<file path="src/rtl/picorv_arb_pkg.sv">
// picorv_arb_pkg: shared types, constants and the arbitration decision
// for the two-master PicoRV32 native memory port arbiter.
package picorv_arb_pkg;

  // Arbiter sequencing states.
  typedef enum logic [1:0] {
    IDLE = 2'd0,
    BUSY = 2'd1,
    DONE = 2'd2
  } arb_state_t;

  // Requester identifier: 0 = CPU core, 1 = secondary master.
  typedef logic req_id_t;

  localparam req_id_t REQ_M0 = 1'b0;
  localparam req_id_t REQ_M1 = 1'b1;

  // Read data handed back to a requester whose transaction was abandoned.
  localparam logic [31:0] DEFAULT_TIMEOUT_RDATA = 32'hDEADBEEF;

  // Request attributes captured at grant and replayed downstream.
  typedef struct packed {
    logic        instr;
    logic [31:0] addr;
    logic [31:0] wdata;
    logic [3:0]  wstrb;
  } req_attr_t;

  // Pick the winner among the requesters valid this cycle. With both valid,
  // fixed priority favours m0; otherwise the one not granted last time wins.
  function automatic req_id_t pick_winner(input logic    v0,
                                          input logic    v1,
                                          input logic    fixed_prio,
                                          input req_id_t last_grant);
    req_id_t w;
    if (v0 && v1) begin
      if (fixed_prio) begin
        w = REQ_M0;
      end else begin
        w = ~last_grant;
      end
    end else if (v0) begin
      w = REQ_M0;
    end else begin
      w = REQ_M1;
    end
    return w;
  endfunction

endpackage

</file>
<file path="src/rtl/picorv_arb_watchdog.sv">
// picorv_arb_watchdog: counts cycles spent waiting on the downstream port and
// flags expiry on the last permitted cycle. TIMEOUT_CYCLES = 0 disables it.
module picorv_arb_watchdog #(
  parameter int unsigned TIMEOUT_CYCLES = 1024
) (
  input  logic clk,
  input  logic reset,
  input  logic clear,
  input  logic enable,
  output logic expired
);

  generate
    if (TIMEOUT_CYCLES == 0) begin : g_disabled
      logic w_unused;
      assign w_unused = ^{clk, reset, clear, enable};
      assign expired  = 1'b0;
    end else begin : g_enabled
      localparam int unsigned CW = $clog2(TIMEOUT_CYCLES + 1);
      localparam logic [CW-1:0] LAST_COUNT = CW'(TIMEOUT_CYCLES - 1);

      logic [CW-1:0] r_count;

      // Cycle counter: cleared when a new transaction starts, advanced while waiting.
      always_ff @(posedge clk or posedge reset) begin
        if (reset) begin
          r_count <= '0;
        end else if (clear) begin
          r_count <= '0;
        end else if (enable) begin
          r_count <= r_count + CW'(1);
        end else begin
          r_count <= r_count;
        end
      end

      // Expiry is only meaningful while a transaction is outstanding.
      assign expired = enable && (r_count == LAST_COUNT);
    end
  endgenerate

endmodule

</file>
<file path="src/rtl/picorv_mem_arbiter.sv">
// picorv_mem_arbiter: shares one PicoRV32 native memory port between the CPU
// core (m0) and a secondary master (m1). Attributes of the winning request are
// latched at grant so the downstream adapter sees stable signals; a watchdog
// forces completion of transactions the downstream side never answers.
module picorv_mem_arbiter
  import picorv_arb_pkg::*;
#(
  parameter bit          FIXED_PRIO     = 1'b0,
  parameter int unsigned TIMEOUT_CYCLES = 1024,
  parameter logic [31:0] TIMEOUT_RDATA  = DEFAULT_TIMEOUT_RDATA
) (
  input  logic        clk,
  input  logic        reset,

  input  logic        m0_valid,
  input  logic        m0_instr,
  input  logic [31:0] m0_addr,
  input  logic [31:0] m0_wdata,
  input  logic [3:0]  m0_wstrb,
  output logic        m0_ready,
  output logic [31:0] m0_rdata,

  input  logic        m1_valid,
  input  logic        m1_instr,
  input  logic [31:0] m1_addr,
  input  logic [31:0] m1_wdata,
  input  logic [3:0]  m1_wstrb,
  output logic        m1_ready,
  output logic [31:0] m1_rdata,

  output logic        mem_valid,
  output logic        mem_instr,
  output logic [31:0] mem_addr,
  output logic [31:0] mem_wdata,
  output logic [3:0]  mem_wstrb,
  input  logic        mem_ready,
  input  logic [31:0] mem_rdata,

  output logic        grant_id,
  output logic        busy,
  output logic        err_timeout
);

  arb_state_t  r_state;
  arb_state_t  w_state_next;
  req_id_t     r_last_grant;
  req_id_t     r_grant_id;
  req_id_t     w_winner;
  logic        w_grant;
  req_attr_t   r_attr;
  req_attr_t   w_m0_attr;
  req_attr_t   w_m1_attr;
  req_attr_t   w_win_attr;
  logic        w_in_busy;
  logic        w_expired;
  logic        w_finish;
  logic        w_timeout;
  logic [31:0] w_resp_data;

  assign w_m0_attr  = '{instr: m0_instr, addr: m0_addr, wdata: m0_wdata, wstrb: m0_wstrb};
  assign w_m1_attr  = '{instr: m1_instr, addr: m1_addr, wdata: m1_wdata, wstrb: m1_wstrb};
  assign w_win_attr = (w_winner == REQ_M0) ? w_m0_attr : w_m1_attr;
  assign w_in_busy  = (r_state == BUSY);

  // Next-state logic: grant from IDLE, finish BUSY on ready or expiry, one DONE cycle.
  always_comb begin
    w_state_next = r_state;
    w_grant      = 1'b0;
    w_winner     = r_last_grant;
    case (r_state)
      IDLE: begin
        if (m0_valid || m1_valid) begin
          w_grant      = 1'b1;
          w_winner     = pick_winner(m0_valid, m1_valid, FIXED_PRIO, r_last_grant);
          w_state_next = BUSY;
        end else begin
          w_state_next = IDLE;
        end
      end
      BUSY: begin
        if (w_finish) begin
          w_state_next = DONE;
        end else begin
          w_state_next = BUSY;
        end
      end
      DONE: begin
        w_state_next = IDLE;
      end
      default: begin
        w_state_next = IDLE;
      end
    endcase
  end

  // Response path: route completion (real or forced) to the granted requester only.
  always_comb begin
    w_finish    = w_in_busy && (mem_ready || w_expired);
    w_timeout   = w_in_busy && w_expired && !mem_ready;
    w_resp_data = mem_ready ? mem_rdata : TIMEOUT_RDATA;
    m0_ready    = w_finish && (r_grant_id == REQ_M0);
    m1_ready    = w_finish && (r_grant_id == REQ_M1);
    if (m0_ready) begin
      m0_rdata = w_resp_data;
    end else begin
      m0_rdata = 32'h0000_0000;
    end
    if (m1_ready) begin
      m1_rdata = w_resp_data;
    end else begin
      m1_rdata = 32'h0000_0000;
    end
  end

  // State register.
  always_ff @(posedge clk or posedge reset) begin
    if (reset) begin
      r_state <= IDLE;
    end else begin
      r_state <= w_state_next;
    end
  end

  // Grant bookkeeping; last grant starts at m1 so m0 wins the first contention.
  always_ff @(posedge clk or posedge reset) begin
    if (reset) begin
      r_last_grant <= REQ_M1;
      r_grant_id   <= REQ_M0;
    end else if (w_grant) begin
      r_last_grant <= w_winner;
      r_grant_id   <= w_winner;
    end else begin
      r_last_grant <= r_last_grant;
      r_grant_id   <= r_grant_id;
    end
  end

  // Attribute latch: downstream signals stay frozen for the whole transaction.
  always_ff @(posedge clk or posedge reset) begin
    if (reset) begin
      r_attr <= '0;
    end else if (w_grant) begin
      r_attr <= w_win_attr;
    end else begin
      r_attr <= r_attr;
    end
  end

  picorv_arb_watchdog #(
    .TIMEOUT_CYCLES (TIMEOUT_CYCLES)
  ) u_watchdog (
    .clk     (clk),
    .reset   (reset),
    .clear   (w_grant),
    .enable  (w_in_busy),
    .expired (w_expired)
  );

  assign mem_valid   = w_in_busy;
  assign busy        = w_in_busy;
  assign mem_instr   = r_attr.instr;
  assign mem_addr    = r_attr.addr;
  assign mem_wdata   = r_attr.wdata;
  assign mem_wstrb   = r_attr.wstrb;
  assign grant_id    = r_grant_id;
  assign err_timeout = w_timeout;

endmodule
</file>
<file path="config.mk">
export PLATFORM = sky130hd
export DESIGN_NAME = picorv_mem_arbiter
export DESIGN_NICKNAME = d
export VERILOG_FILES = /design/src/rtl/picorv_arb_pkg.sv /design/src/rtl/picorv_arb_watchdog.sv /design/src/rtl/picorv_mem_arbiter.sv
export SDC_FILE = /design/constraint.sdc
export NUM_CORES = 1
export LEC_CHECK = 0
export CAP_MARGIN = 20
export CORE_MARGIN = 2
export CORE_UTILIZATION = 32
export CTS_CLUSTER_DIAMETER = 50
export DETAILED_ROUTE_END_ITERATION = 8
export PLACE_DENSITY = 0.87
export REMOVE_ABC_BUFFERS = 1
export SLEW_MARGIN = 20
export SYNTH_ARGS = -nofsm -noshare
export SYNTH_HDL_FRONTEND = slang
export SYNTH_SLANG_ARGS = --single-unit
export TNS_END_PERCENT = 5
</file>
<file path="constraint.sdc">
create_clock -name clk -period 2.68 [get_ports clk]
set_input_delay 0.402 -clock clk [delete_from_list [all_inputs] [get_ports clk]]
set_output_delay 0.402 -clock clk [all_outputs]
set_load 0.1 [all_outputs]
</file>
[Yosys cells after proc, flatten, opt, wreduce, memory -nomap -nowiden]
Cells that the tools add are included.
Cells by class
  $add $sub $neg: 1
  multipliers: 0
  divide/modulo/power cells: 0
  order comparisons: 0
  equal/unequal tests: 2
  shift-type cells: 0
  mux-type cells: 15
  bitwise logic cells: 2
  reduce and logical (&&, ||, !) cells: 12
Operators with widths (number)
  2-to-1 mux 32 bit: 3
  2-to-1 mux 69 bit: 1
  2-to-1 mux 11 bit: 2
  adder 11 x 1 -> 11 bit (second input constant): 1
  == test 11 x 10 -> 1 bit (second input constant): 1
  logical AND 1 bit: 7
  2-to-1 mux 1 bit: 7
  one-hot mux 2 bit (2 select lines): 1
  == test 2 x 1 -> 1 bit (second input constant): 1
  logical NOT 2 bit: 1
  logical OR 1 bit: 2
  2-to-1 mux 2 bit: 1
  NOT 1 bit: 2
  nonzero test 2 bit: 1
  logical NOT 1 bit: 1
Storage, ports and cells
  register bits: 84
  latch bits: 0
  bits in writable memories: 0
  ROM bits: 0
  bits of input ports: 175
  output and inout bits: 139
  word-level logic and storage cells: 40
  memories kept: 0

[Longest topological paths before layout]
  word-level depth: 6
  gate-level depth with buffers: 7
  depth with buffers taken out: 5

[Modules after synthesis]
From an unflattened synthesis, not the netlist that was laid out.
Second synthesis, totals
  cell total of the unflattened synthesis: 605
  area total of the unflattened synthesis: 5205.0 µm²
By module, submodules not included
  picorv_mem_arbiter: instances 1, cells each 548, area an instance 4636.9 µm², sequential area each 1828.0 µm²
  picorv_arb_watchdog: instances 1, cells each 57, area an instance 568.0 µm², sequential area each 275.3 µm²

[Least setup slack after synthesis]
Ideal clock, no wire load.
  path type: register -> output
  start: reg u_watchdog.g_enabled.r_count[0]
  end: out err_timeout
  data arrival time: 4.041 ns
  slack: -1.763 ns
  cell stages (with the launch flop): 6
  path buffers: 1
  path through: dfrtp_1 ha_1 nand2_1 or3_1 clkbuf_1 nor4_1
On the way
  word-level cells in the longest chain between the ends: 4
RTL lines
  from (decl): line picorv_arb_watchdog.sv:22  | logic [CW-1:0] r_count;
  from (signal assigned): line picorv_arb_watchdog.sv:31  | r_count <= r_count + CW'(1);
  from (signal assigned): line picorv_arb_watchdog.sv:33  | r_count <= r_count;
  == test 11 x 10 -> 1 bit: line picorv_arb_watchdog.sv:38  | assign expired = enable && (r_count == LAST_COUNT);
  logical AND 1 bit: line picorv_arb_watchdog.sv:38
  logical AND 1 bit (2 in series): line picorv_mem_arbiter.sv:99  | w_timeout = w_in_busy && w_expired && !mem_ready;
  to (decl): line picorv_mem_arbiter.sv:41  | output logic err_timeout
Every way passes these cells.

[Worst setup path in the final report]
  start: reg u_watchdog.g_enabled.r_count[7]
  end: out m0_rdata[1]
On the way
  word-level cells in the longest chain between the ends: 6
RTL lines
  == test 11 x 10 -> 1 bit: line picorv_arb_watchdog.sv:38
  logical AND 1 bit: line picorv_arb_watchdog.sv:38
  logical OR 1 bit: line picorv_mem_arbiter.sv:98  | w_finish = w_in_busy && (mem_ready || w_expired);
  logical AND 1 bit: line picorv_mem_arbiter.sv:98
  logical AND 1 bit: line picorv_mem_arbiter.sv:101  | m0_ready = w_finish && (r_grant_id == REQ_M0);
  2-to-1 mux 32 bit: line picorv_mem_arbiter.sv:103  | if (m0_ready) begin
  to (decl): line picorv_mem_arbiter.sv:21  | output logic [31:0] m0_rdata,
Every way passes these cells.

==> results by group <==
Finish
  – Non-filler instance count after layout: between 1000 and 1500
  – Sequential cell area: between 2000 and 2500 um2
  – Filler instances: around 1100
  – Final #Nets: roughly 1000
  – Layout cells sized above 1: a little over a quarter
  – Inserted Diodes: 0
  – Layout area overhead: 95.4%
  – Multi-input gate area: between 2000 and 2500 um2
  – Core Util, Final: a little over three fifths

Clock network
  – CTS tree: yes
  – CTS Sinks: between 80 and 90
  – Clk pin slew, worst setup/hold paths: around 0.060 ns
  – CTS buffer count: 9
  – Cts hold-fix bufs: 0
  – Root Buffer: clkbuf_16
  – Skew-Pair Late Insertion Delay: ~0.33 ns
  – H-tree levels: 3
  – CTS Buffer Depth: 2

STA
  – Slew Viols, Final: 0
  – Slew headroom: 48.5%
  – RSZ-0062 raised after global routing: no
  – Tcrit/Tclk final: 95.0%
  – Final hold slack: between 0.4 and 0.5 ns
  – Actual slew at the worst max-slew pin: about 0.77 ns
  – Clock Skew: approximately 0.012 ns
  – Final setup vio count: 0
  – Hold Fails Final Rpt: 0
  – Min Clock Period, post-route: 2.55 ns
  – Maximum clock frequency: approximately 0.39 GHz

Logic synthesis
  – Mux share of post-synthesis cell area: less than 1%
  – Top cells by count, synth: a21oi_1 (168), nand2_1 (103), dfrtp_1 (83), nor2_1 (78), clkbuf_1 (23)
  – Count leader, synth: a21oi_1
  – Yosys warning count: 0
  – Synth async-reset ratio: 100%
  – Netlist Area Pre-Place: around 4400 um2
  – Post-synthesis xor/xnor area fraction: less than 1%
  – Seq cells post-synth: between 80 and 90
  – Adder-cell share of the synthesized area: 0.281%
  – Yosys cell types: 39
  – Seq/Total Area, Yosys: ~47%
  – Largest family of logic cells by synthesized area: compound AO/OA/AOI/OAI gates
  – Top-area cell type share of the netlist area: between 40% and 50%
  – Synth Area in Compound Gates: between 20% and 30%
  – Post-synth EDFFs: 0
  – Top post-synthesis cells by area: dfrtp_1 (47%), a21oi_1 (19%), nand2_1 (8.7%)
  – Synth Instances: between 500 and 600
  – Mean post-synth cell area: 7.95 um2
  – Synth area leader: dfrtp_1
  – Top FF cell, synth: dfrtp_1
  – Simple-gate portion of the synthesized area: between 20 and 25%

Floorplanning
  – Die width: between 100 and 150 um
  – Die height: around 120 um
  – Initial core utilization: about a third
  – FP Rows: 43
  – I/O pin count: 314
  – Placeable core region: 13700 um2
  – DIE AREA: ~15000 um2

Run
  – Max_cap viols: 0

Route
  – Via density: 5.01
  – Wire per inst: about 16 um
  – WL final: roughly 17 mm
  – Post-route ant nets: 0
  – First-pass iteration count of the detailed router: 4
  – Via count: 5204
  – Iter 0 DRT Violations: 323
  – Residual DRC: 0

Placed design
  – HPWL after DPL: approximately 13 mm
  – GP Congestion: 0.757
  – DP Cell Count: 1023
  – Port bufs: 313

Critical path
  – Crit path from: u_watchdog.g_enabled.r_count[7]
  – CP endpoint: m0_rdata[1]
  – Reg2reg start: r_last_grant
  – Setup crit end kind: output pin
  – Setup CP Type: register to output pin
  – Critical Path AT: between 2 and 2.5 ns
  – Worst-case reg-to-reg path depth: 5
  – R2r setup slk: 0.82 ns
  – Nature of the critical path startpoint: register
  – Worst endpoint required time: roughly 2.3 ns
  – CP max FO: 33
  – R2r endpoint: mem_addr[15]

Run status
  – Status: completed

GRT
  – Largest net degree at the start of global routing: 71
  – Tot GR Track Use: a little over a fifth
  – Initial antenna violation count: 0
  – Vias in the first global route: a little over 5000
  – GR Overflow Total: 0
  – Wire length of the first global-routing pass: ~25 mm

Hold path
  – HP Class: primary input to asynchronous set/reset pin
==> cells by family (layout without fill, tap and decap cells) <==
group / after synthesis / in the layout
adder cells (fa/ha/maj): 1 / 1
AO/OA/AOI/OAI: 204 / 204
multiplexers: 2 / 2
flip-flops: 84 / 84
AND/OR/NAND/NOR: 216 / 216
buffers and inverters: 49 / 349
XOR/XNOR: 3 / 3
==> placed cells by master, fill, tap and decap left out, types with 3 or more instances in the layout <==
master and n:
dfrtp_1 83, a21oi_2 43, clkinv_2 3, o31ai_1 3
nor2_1 78, o21ai_0 4, xor2_1 3, clkdlybuf4s50_1 174
and2_1 16, a21oi_1 145, and3_1 3, buf_12 73
nand3_1 4, clkbuf_16 9, buf_4 83, nand2_1 103
==> worst min-delay path by stage <==
stage,start,endpoint,slack (ns),depth (start not counted)
after floorplan,u_watchdog.g_enabled.r_count[9],u_watchdog.g_enabled.r_count[9],0.47,1
after global placement,u_watchdog.g_enabled.r_count[9],u_watchdog.g_enabled.r_count[9],0.49,1
after detailed placement,mem_addr[13],mem_addr[13],0.52,2
after CTS,reset,mem_addr[9],0.49,2
after global routing,reset,mem_addr[9],0.54,2
final,reset,mem_addr[9],0.47,2
==> per-layer routing <==
layer | wire (um) | vias up | track usage, %
li1 | - | 2478 | -
met1 | 5980 | 2458 | 22.6
met2 | 8540 | 237 | 39.4
met3 | 1810 | 31 | 7.16
met4 | 401 | 0 | 8.76
met5 | 0 | - | 0
==> critical path: stages (launching register included) <==
cell and delay (ns):
dfrtp_1 0.42, nand4_2 0.21, nor4_4 0.40, nand2b_4 0.14, buf_12 0.20, a21oi_2 0.22, buf_12 0.20
==> final cells by class <==
cell class              count  share of cell area [%]
repair buffers            330                    44.1
clock buffers              11                    2.91
multi-input cells         426                    25.7
well taps                 180                    2.59
inverters                   3                   0.144
flip-flops and latches     84                    24.2
clock inverters             5                   0.389
==> stage by stage <==
step	setup TNS [ns]	setup WS (ns)	cell area (um2)
finish	0	0.134	8680
global route	0	0.00717	8680
CTS	-0.429	-0.0425	8620
detailed placement	0	0.289	8300
global placement	0	0.312	8300
floorplan	-151.52	-2.02	4220
==> flip-flops by register name, summed over array words and instances (netlist names) <==
signal	count
mem_instr	1
grant_id	1
u_watchdog.g_enabled.r_count	11
mem_wstrb	4
r_last_grant	1
mem_addr	32
r_state	2
mem_wdata	32
==> what timing repair did <==
item                                    CTS  global route
setup buffers                             0             0
resized for setup                        10            16
endpoints found under the setup margin   24            47
pin swaps                                 0             1
cloned                                    0             0
endpoints found under the hold margin     0             0
Power is not shown: default switching activity piles up to over one toggle a cycle in this logic, so the estimate is an artifact.
